[src/rtl/z80_sequencer_param_if.sv]
// Control and strobe bundle between the Z80 M/T sequencer and its consumers.
// hold_cycles carries live data only when SEQ_HOLD_STATS_EN is defined.
interface z80_sequencer_param_if #(
  parameter int M_COUNT = 5,
  parameter int T_COUNT = 6,
  parameter int HOLD_N  = 3
);
  logic               nextM;
  logic               setM1;
  logic [HOLD_N-1:0]  hold;
  logic [M_COUNT-1:0] M;
  logic [T_COUNT-1:0] T;
  logic [2:0]         m_num;
  logic [2:0]         t_num;
  logic               timings_en;
  logic               overflow;
  logic [15:0]        hold_cycles;

  modport master (
    output nextM, setM1, hold,
    input  M, T, m_num, t_num, timings_en, overflow, hold_cycles
  );

  modport slave (
    input  nextM, setM1, hold,
    output M, T, m_num, t_num, timings_en, overflow, hold_cycles
  );
endinterface

[src/rtl/z80_sequencer_param.sv]
// Parametrised Z80 M-cycle / T-state sequencer with hold stretching and auto M advance.
// Optional SEQ_HOLD_STATS_EN adds a saturating count of held clocks on hold_cycles.
module z80_sequencer_param #(
  parameter int M_COUNT = 5,
  parameter int T_COUNT = 6,
  parameter int HOLD_N  = 3
) (
  input logic                  clk,
  input logic                  reset,
  z80_sequencer_param_if.slave bus
);
  localparam logic [2:0]         M_LAST = 3'(M_COUNT - 1);
  localparam logic [2:0]         T_LAST = 3'(T_COUNT - 1);
  localparam logic [M_COUNT-1:0] M_ONE  = {{(M_COUNT-1){1'b0}}, 1'b1};
  localparam logic [T_COUNT-1:0] T_ONE  = {{(T_COUNT-1){1'b0}}, 1'b1};

  logic               hold_any_s;
  logic [2:0]         m_idx_r;
  logic [2:0]         t_idx_r;
  logic [2:0]         m_inc_s;
  logic [2:0]         m_nxt_s;
  logic [2:0]         t_nxt_s;
  logic               ovf_r;
  logic               ovf_nxt_s;
  logic [M_COUNT-1:0] m_oh_r;
  logic [T_COUNT-1:0] t_oh_r;

  assign hold_any_s = |bus.hold;
  assign m_inc_s    = (m_idx_r == M_LAST) ? 3'd0 : m_idx_r + 3'd1;

  // Next-state selection; a held sequencer keeps every register, overflow included.
  always_comb begin
    m_nxt_s   = m_idx_r;
    t_nxt_s   = t_idx_r;
    ovf_nxt_s = 1'b0;
    if (hold_any_s) begin
      m_nxt_s   = m_idx_r;
      t_nxt_s   = t_idx_r;
      ovf_nxt_s = ovf_r;
    end else if (bus.setM1) begin
      m_nxt_s = 3'd0;
      t_nxt_s = 3'd0;
    end else if (bus.nextM) begin
      m_nxt_s = m_inc_s;
      t_nxt_s = 3'd0;
    end else if (t_idx_r != T_LAST) begin
      t_nxt_s = t_idx_r + 3'd1;
    end else begin
      m_nxt_s   = m_inc_s;
      t_nxt_s   = 3'd0;
      ovf_nxt_s = 1'b1;
    end
  end

  // State and one-hot strobe registers, decoded from the next index so outputs are glitch-free.
  always_ff @(posedge clk) begin
    if (reset) begin
      m_idx_r <= 3'd0;
      t_idx_r <= 3'd0;
      ovf_r   <= 1'b0;
      m_oh_r  <= M_ONE;
      t_oh_r  <= T_ONE;
    end else begin
      m_idx_r <= m_nxt_s;
      t_idx_r <= t_nxt_s;
      ovf_r   <= ovf_nxt_s;
      m_oh_r  <= M_ONE << m_nxt_s;
      t_oh_r  <= T_ONE << t_nxt_s;
    end
  end

  assign bus.M          = m_oh_r;
  assign bus.T          = t_oh_r;
  assign bus.m_num      = m_idx_r;
  assign bus.t_num      = t_idx_r;
  assign bus.overflow   = ovf_r;
  assign bus.timings_en = ~hold_any_s & ~reset;

`ifdef SEQ_HOLD_STATS_EN
  logic [15:0] hold_cnt_r;

  // Saturating count of clocks spent frozen by any hold request.
  always_ff @(posedge clk) begin
    if (reset) begin
      hold_cnt_r <= 16'h0000;
    end else if (hold_any_s && (hold_cnt_r != 16'hFFFF)) begin
      hold_cnt_r <= hold_cnt_r + 16'h0001;
    end else begin
      hold_cnt_r <= hold_cnt_r;
    end
  end

  assign bus.hold_cycles = hold_cnt_r;
`else
  assign bus.hold_cycles = 16'h0000;
`endif
endmodule

[src/flat_wrapper.sv]
// flat-port wrapper written by rule: the top's interface ports become plain ports
module z80_sequencer_param_flat 
#(
  parameter int M_COUNT = 5,
  parameter int T_COUNT = 6,
  parameter int HOLD_N  = 3
)
  (clk, reset, bus_nextM, bus_setM1, bus_hold, bus_M, bus_T, bus_m_num, bus_t_num, bus_timings_en, bus_overflow, bus_hold_cycles);
  z80_sequencer_param_if #(.M_COUNT(M_COUNT), .T_COUNT(T_COUNT), .HOLD_N(HOLD_N)) bus_i ();
  input logic clk;
  input logic reset;
  input wire logic [$bits(bus_i.nextM)-1:0] bus_nextM;
  input wire logic [$bits(bus_i.setM1)-1:0] bus_setM1;
  input wire logic [$bits(bus_i.hold)-1:0] bus_hold;
  output wire logic [$bits(bus_i.M)-1:0] bus_M;
  output wire logic [$bits(bus_i.T)-1:0] bus_T;
  output wire logic [$bits(bus_i.m_num)-1:0] bus_m_num;
  output wire logic [$bits(bus_i.t_num)-1:0] bus_t_num;
  output wire logic [$bits(bus_i.timings_en)-1:0] bus_timings_en;
  output wire logic [$bits(bus_i.overflow)-1:0] bus_overflow;
  output wire logic [$bits(bus_i.hold_cycles)-1:0] bus_hold_cycles;
  assign bus_i.nextM = bus_nextM;
  assign bus_i.setM1 = bus_setM1;
  assign bus_i.hold = bus_hold;
  assign bus_M = bus_i.M;
  assign bus_T = bus_i.T;
  assign bus_m_num = bus_i.m_num;
  assign bus_t_num = bus_i.t_num;
  assign bus_timings_en = bus_i.timings_en;
  assign bus_overflow = bus_i.overflow;
  assign bus_hold_cycles = bus_i.hold_cycles;
  z80_sequencer_param #(.M_COUNT(M_COUNT), .T_COUNT(T_COUNT), .HOLD_N(HOLD_N)) u_core (.clk(clk), .reset(reset), .bus(bus_i));
endmodule
[config.mk]
export PLATFORM = sky130hd
export DESIGN_NAME = z80_sequencer_param_flat
export DESIGN_NICKNAME = d
export VERILOG_FILES = /design/src/rtl/z80_sequencer_param_if.sv /design/src/rtl/z80_sequencer_param.sv /design/src/flat_wrapper.sv
export SDC_FILE = /design/constraint.sdc
export NUM_CORES = 1
export LEC_CHECK = 0
export CORE_MARGIN = 2
export CORE_UTILIZATION = 36
export DETAILED_ROUTE_END_ITERATION = 8
export PLACE_DENSITY_LB_ADDON = 0.05
export SYNTH_ARGS = -nofsm -noshare
export SYNTH_HDL_FRONTEND = slang
export SYNTH_SLANG_ARGS = --single-unit
[constraint.sdc]
create_clock -name clk -period 1.6 [get_ports clk]
set_input_delay 0.4 -clock clk [delete_from_list [all_inputs] [get_ports clk]]
set_output_delay 0.4 -clock clk [all_outputs]
set_load 0.005 [all_outputs]
== After elaboration in Yosys (flattened, before gate mapping) ==
Cells that the tools add are included.

* Flip-flop bits (word level): 18
* Bits of input ports: 7
* Output and inout port bits: 35
* Logic and storage cells: 27

* Add/sub/neg operators: 2
* Eq/ne operators: 2
* Shift operators: 2
* Muxes and demuxes: 12
* Bitwise operators: 3
* Reductions and logical operators: 1

{| class="wikitable"
|+ Operators with widths
! cell !! number
|-
| 2-to-1 mux 3 bit || 9
|-
| adder 3 x 1 -> 3 bit, second input constant || 2
|-
| left shift 1 x 3 -> 6 bit, first input constant || 1
|-
| left shift 1 x 3 -> 5 bit, first input constant || 1
|-
| equality test 3 bit, second input constant || 1
|-
| 2-to-1 mux 1 bit || 3
|-
| inequality test 3 bit, second input constant || 1
|-
| OR reduction 3 bit || 1
|-
| inverter 1 bit || 2
|-
| bitwise AND 1 bit || 1
|}

== Longest topological paths before layout ==
Gate-level depths: netlist of the first run.

* Depth after elaboration: 7
* Gate-level depth with buffers: 6
* Gate-level depth less buffers: 6

== Worst setup path before layout of the first run ==
OpenSTA, ideal clock, no wires.

* Path kind: input to register
* From: input bus_hold[1]
* To: register u_core.m_oh_r[4], in the netlist u_core.bus.M[4]
* Arrival time: 1.621 ns
* Slack: -0.083 ns
* Stages: 4
* Buffers on the path: 0
* Path through: or4_4 > a2111oi_4 > a31o_4 > and4b_1

* Word-level cells in the longest chain between the ends: 3

{| class="wikitable"
|+ RTL lines
! item !! RTL line !! RTL
|-
| from (decl) || flat_wrapper.sv:14 || <nowiki>input wire logic [$bits(bus_i.hold)-1:0] bus_hold;</nowiki>
|-
| OR reduction 3 bit || z80_sequencer_param.sv:28 || <nowiki>assign hold_any_s = |bus.hold;</nowiki>
|-
| 2-to-1 mux 3 bit || z80_sequencer_param.sv:36 || <nowiki>if (hold_any_s) begin</nowiki>
|-
| left shift 1 x 3 -> 5 bit || z80_sequencer_param.sv:67 || <nowiki>m_oh_r <= M_ONE << m_nxt_s;</nowiki>
|-
| to (signal assigned) || z80_sequencer_param.sv:67 ||
|-
| to (decl) || z80_sequencer_param.sv:25 || <nowiki>logic [M_COUNT-1:0] m_oh_r;</nowiki>
|}

Every way passes these cells.
A chain may end at the register's enable or synchronous reset.

== Final worst setup path of the first run ==
Same ends and word-level chain as after synthesis.

==> flow_summary.json, run 1 <==
{
  "hp-class": "flip-flop to flip-flop",
  "combPwrFrac_pct": 11.8,
  "cts_tree": "built",
  "synth_top_area_share_pct": 38.6,
  "grt.overflow.total": 0,
  "cts_buffer_depth": 2,
  "sw_frac_of_total_pct": 23.4,
  "drv_slew": 0,
  "wl_um": 2080,
  "viasPerCell": 4.61,
  "outcome": "completed",
  "gp_congestion": 0.730,
  "ctsHoldBuffers": 0,
  "finalCritPeriodShare_pct": 99.0,
  "rows": 18,
  "setup_violations": 0,
  "synth-edff-count": 0,
  "drive_gt1_share_pct": 36.3,
  "arrival_ns": 1.81,
  "cts-root-buf": "clkbuf_4",
  "ioPinCount": 42,
  "drc_errors": 0,
  "grt_pass1_vias": 745,
  "synth_area_leaders": "dfxtp_1, buf_4, a2111oi_4, nor2_1, a22oi_2",
  "ys_ff_latch": 18,
  "crit_type": "input port to flip-flop",
  "power_frac_seq_pct": 54.5,
  "grt_max_degree": 16,
  "die_w_um": 54.9,
  "num_vias": 811,
  "synth_ff_type": "dfxtp_1",
  "final_nets": 156,
  "regArea_sq_um": 373,
  "avgSynthCellArea_sq_um": 9.62,
  "ir_drop_uv": 377,
  "yosys_warnings": 0,
  "path_clk_slew_ns": 0.11,
  "utilization_pct": 57.6,
  "antenna_left": 0,
  "core_sq_um": 2480,
  "p_sw_mw": 0.193,
  "max_freq_ghz": 0.631,
  "clock_latency_ns": 0.29,
  "ys_seq_area_share_pct": 38.6,
  "synth_cell_types": 34,
  "intPower_mw": 0.633,
  "totalNegativeSetupSlack_ns": 0,
  "drt_iter0_markers": 11,
  "finalHoldViolCount": 0,
  "post-synth-top-count-cell": "dfxtp_1",
  "area_growth_pct": 52.8,
  "hpwlAfterDp_um": 1450,
  "cellPowerDensity_nw_per_um2": 579,
  "diodes": 0,
  "yosys.area.top_type": "dfxtp_1",
  "required_ns": 1.83,
  "synth_cells": 97,
  "finClkSkew_ns": 0.0115,
  "grt_pass1_wl_um": 3300,
  "path_max_fanout": 4,
  "track_usage_pct": 15.4,
  "drt_first_pass_iters": 4,
  "setup.worst_path.start_class": "input port",
  "p_total_mw": 0.826,
  "clockPowerShare_pct": 33.7,
  "p_leak_nw": 0.645,
  "die_h_um": 54.9,
  "cts_sinks": 18,
  "fin_crit_ns": 1.58,
  "async_flop_share_pct": 0,
  "synthTopCellsByCount": "dfxtp_1, buf_4, nor2_1",
  "port_buffers": 25,
  "wl_per_cell_um": 11.8,
  "n_fill_cell": 241,
  "multi_input_area_sq_um": 526,
  "syn_area_sq_um": 933,
  "h-tree-depth": 1,
  "cts_made_buffers": 3,
  "drv_cap": 0,
  "grt_setup_unrepaired": "yes",
  "die-area_sq_um": 3020,
  "final_cells": 176,
  "worst_setup_path_end_kind": "flip-flop",
  "placedCellCount": 163,
  "start_util_pct": 37.7,
  "antenna_found_initial": 0
}
-- what timing repair did --
| item | in CTS | in global routing |
|---|---|---|
| resized for setup | 36 | 15 |
| setup buffers | 5 | 7 |
| gates cloned | 0 | 0 |
| pin swaps | 3 | 10 |
| setup endpoints to repair | 24 | 8 |
-- final cells by class --
| cell class | count | area share (%) |
|---|---|---|
| timing repair buffer | 49 | 30.5 |
| multi-input combinational | 70 | 36.8 |
| inverter | 5 | 1.32 |
| sequential | 18 | 26.1 |
| clock buffer | 4 | 2.54 |
| tap | 30 | 2.63 |
-- power by group through the flow --
stage | Combinational (mW) | Sequential [mW] | Clock, mW
after floorplan | 0.0628 | 0.464 | 0
after global placement | 0.0882 | 0.464 | 0
after detailed placement | 0.0889 | 0.464 | 0
after CTS | 0.0881 | 0.452 | 0.292
after global routing | 0.109 | 0.451 | 0.309
final | 0.0976 | 0.450 | 0.279
-- registers in the layout, indices dropped and copies added (netlist names) --
register,flops
u_core.bus.overflow,1
u_core.bus.m_num,3
u_core.bus.t_num,3
u_core.bus.T,6
u_core.bus.M,5
-- critical path: stages --
cell,delay (ns)
buf_8,0.10
or4_4,0.55
a2111oi_4,0.37
a31o_4,0.20
and4b_1,0.20
-- worst paths after layout --
path | from | to | slack, ns | depth (start not counted)
setup / recovery | bus_hold[1] | u_core.bus.M[4] | 0.02 | 5
hold / removal | u_core.bus.overflow | u_core.bus.overflow | 0.48 | 2
setup reg to reg | u_core.bus.t_num[1] | u_core.bus.M[1] | 0.13 | 5
hold reg to reg | u_core.bus.overflow | u_core.bus.overflow | 0.48 | 2
-- per-layer routing --
| layer | global-route usage (%) | vias up | share of wire, % |
|---|---|---|---|
| met5 | 0 | - | 0 |
| met4 | 4.88 | 0 | 0.72 |
| met3 | 3.23 | 2 | 4.1 |
| met2 | 27.2 | 16 | 54 |
| met1 | 18.6 | 384 | 41 |
| li1 | - | 409 | - |
-- kinds of logic (layout without fill, tap and decap cells) --
family	Yosys count	after routing	share of synthesized area, %
AOI/OAI and AO/OA	16	16	17.2
adders and majority gates	2	2	2.68
buffers and inverters	24	58	16.5
DFF	18	18	38.6
muxes	2	2	2.14
other	1	16	0.402
and+or+nand+nor	34	34	22.5
-- per-stage QoR --
| step | setup slack [ns] | hold slack [ns] | cell area, sq um |
|---|---|---|---|
| floorplan | 0.00660 | 0.462 | 990 |
| global placement | -0.532 | 0.459 | 1250 |
| detailed placement | -0.532 | 0.468 | 1250 |
| CTS | 0.0121 | 0.484 | 1350 |
| global route | -0.00882 | 0.498 | 1430 |
| finish | 0.0156 | 0.479 | 1430 |
-- cells in the final DEF (no fill, tap or decap), types with 4 or more instances in the layout --
cell	count
buf_6	5
a21oi_1	4
conb_1	16
inv_1	5
clkdlybuf4s50_1	13
dlygate4sd2_1	5
nor2_1	7
nand2_1	5
dfxtp_2	4
buf_4	20
dfxtp_1	12
No activity file was read; power rests on OpenSTA's default activity.
==> inputs of run 2 (changes only) <==
--- a/config.mk
+++ b/config.mk
@@ -9,6 +9,7 @@
 export CORE_UTILIZATION = 36
 export DETAILED_ROUTE_END_ITERATION = 8
 export PLACE_DENSITY_LB_ADDON = 0.05
+export SKIP_CTS_REPAIR_TIMING = 1
 export SYNTH_ARGS = -nofsm -noshare
 export SYNTH_HDL_FRONTEND = slang
 export SYNTH_SLANG_ARGS = --single-unit
==> run 2 against run 1 <==
Net effect:
- non-clock buffer count shrank 5
- power shrank 0.20%
- first-iteration DRC count shrank 27%
- largest cell class unchanged
- via count shrank 2.0%
==> flow_summary.json, run 2 (synthesis results as in run 1) <==
{
  "cts_buffer_depth": 2,
  "p_sw_mw": 0.193,
  "track_usage_pct": 14.3,
  "grt_setup_unrepaired": "yes",
  "max_freq_ghz": 0.638,
  "drt_iter0_markers": 8,
  "finClkSkew_ns": 0.00985,
  "antenna_found_initial": 0,
  "drv_slew": 0,
  "hpwlAfterDp_um": 1450,
  "h-tree-depth": 1,
  "hp-class": "flip-flop to flip-flop",
  "die_w_um": 54.9,
  "sw_frac_of_total_pct": 23.4,
  "worst_setup_path_end_kind": "flip-flop",
  "cts_made_buffers": 3,
  "n_fill_cell": 243,
  "die_h_um": 54.9,
  "drt_first_pass_iters": 4,
  "antenna_left": 0,
  "path_max_fanout": 4,
  "final_nets": 151,
  "core_sq_um": 2480,
  "grt_pass1_vias": 714,
  "intPower_mw": 0.632,
  "setup_violations": 0,
  "finalHoldViolCount": 0,
  "final_cell_mix": "conb_1, buf_4, clkdlybuf4s50_1",
  "p_leak_nw": 0.695,
  "r2r_end": "u_core.bus.M[3]",
  "cts-root-buf": "clkbuf_4",
  "r2r_slack_ns": 0.03,
  "outcome": "completed",
  "wl_per_cell_um": 11.4,
  "reg2reg_from": "u_core.bus.t_num[2]",
  "p_total_mw": 0.825,
  "path_clk_slew_ns": 0.11,
  "wl_um": 1950,
  "drc_errors": 0,
  "crit_type": "flip-flop to flip-flop",
  "arrival_ns": 1.75,
  "ir_drop_uv": 378,
  "drive_gt1_share_pct": 33.3,
  "grt_max_degree": 16,
  "clockPowerShare_pct": 33.8,
  "cts_tree": "built",
  "hold_depth": 2,
  "num_vias": 795,
  "cts_sinks": 18,
  "gp_congestion": 0.730,
  "finalCritPeriodShare_pct": 98.0,
  "combPwrFrac_pct": 11.7,
  "drv_cap": 0,
  "clock_latency_ns": 0.29,
  "area_growth_pct": 52.4,
  "grt.overflow.total": 0,
  "totalNegativeSetupSlack_ns": 0,
  "worstHoldEndpoint": "u_core.bus.overflow",
  "die-area_sq_um": 3020,
  "setup.worst_path.start_class": "flip-flop",
  "required_ns": 1.79,
  "rows": 18,
  "fin_crit_ns": 1.57,
  "power_frac_seq_pct": 54.6,
  "largest_reg_flops": 6,
  "grt_pass1_wl_um": 3080,
  "viasPerCell": 4.65,
  "diodes": 0,
  "start_util_pct": 37.7,
  "ioPinCount": 42,
  "port_buffers": 25,
  "min_from": "u_core.bus.overflow",
  "cellPowerDensity_nw_per_um2": 580,
  "rr_worst_depth": 6
}
## run 2: cell types whose count changed in the layout (fill, tap and decap cells not counted), sizes merged
cell | before | now
buf | 29 | 20
clkbuf | 4 | 5
dlymetal6s2s | 2 | 10
dlygate4sd2 | 5 | 0
## run 2: final cells by class
class	instances	area [sq um]	area share, %
Timing Repair Buffer	44	419	29.5
Multi-Input combinational cell	70	538	37.8
Inverter	5	18.8	1.32
Tap cell	30	37.5	2.64
Sequential cell	18	373	26.2
Clock buffer	4	36.3	2.55
## run 2: power groups by stage
stage               clock, mW  sequential, mW  combinational [mW]
finish                  0.278           0.450              0.0963
global placement            0           0.464              0.0882
CTS                     0.292           0.453              0.0894
global route            0.309           0.451               0.108
detailed placement          0           0.464              0.0889
floorplan                   0           0.464              0.0628
## run 2: worst max-delay path by stage
stage	from	to	slack, ns	cells past startpoint
floorplan	bus_hold[1]	u_core.bus.M[2]	0.007	4
global placement	bus_hold[1]	u_core.bus.M[3]	-0.53	7
detailed placement	bus_hold[1]	u_core.bus.M[1]	-0.53	7
CTS	bus_hold[1]	bus_timings_en	-0.53	3
global route	u_core.bus.t_num[2]	u_core.bus.M[3]	-0.09	5
finish	u_core.bus.t_num[2]	u_core.bus.M[3]	0.03	6
## run 2: routing by layer
metal / global-route usage [%] / vias up / wire, um
met1: 17.6 / 378 / 798
met5: 0 / - / 0
met2: 24.6 / 18 / 1050
met4: 4.88 / 0 / 15
met3: 3.23 / 2 / 88
li1: - / 397 / -
## run 2: per-stage QoR
step,cells,worst slack [ns],area [sq um],utilization [%],hold WS [ns]
6_report,171,0.0316,1420,57.4,0.477
5_1_grt,171,-0.0852,1420,57.4,0.498
4_1_cts,167,-0.528,1290,52.1,0.484
3_5_place_dp,163,-0.532,1250,50.7,0.468
3_3_place_gp,163,-0.532,1250,50.7,0.459
2_1_floorplan,112,0.00660,990,-,0.462
## run 2: critical path, cell delays in order, from the launching register on
cell and delay, ns:
dfxtp_2 0.35, buf_4 0.10, and3b_1 0.20, buf_4 0.14
o221ai_4 0.11, a31o_4 0.28, nor4_1 0.28
==> inputs of run 3 (changes only) <==
--- a/config.mk
+++ b/config.mk
@@ -10,6 +10,8 @@
 export DETAILED_ROUTE_END_ITERATION = 8
 export PLACE_DENSITY_LB_ADDON = 0.05
 export SKIP_CTS_REPAIR_TIMING = 1
+export SKIP_LAST_GASP = 1
+export SLEW_MARGIN = 15
 export SYNTH_ARGS = -nofsm -noshare
 export SYNTH_HDL_FRONTEND = slang
 export SYNTH_SLANG_ARGS = --single-unit
==> results of run 3 <==
The final DEF is identical to that of run 2; final timing and power are the same.
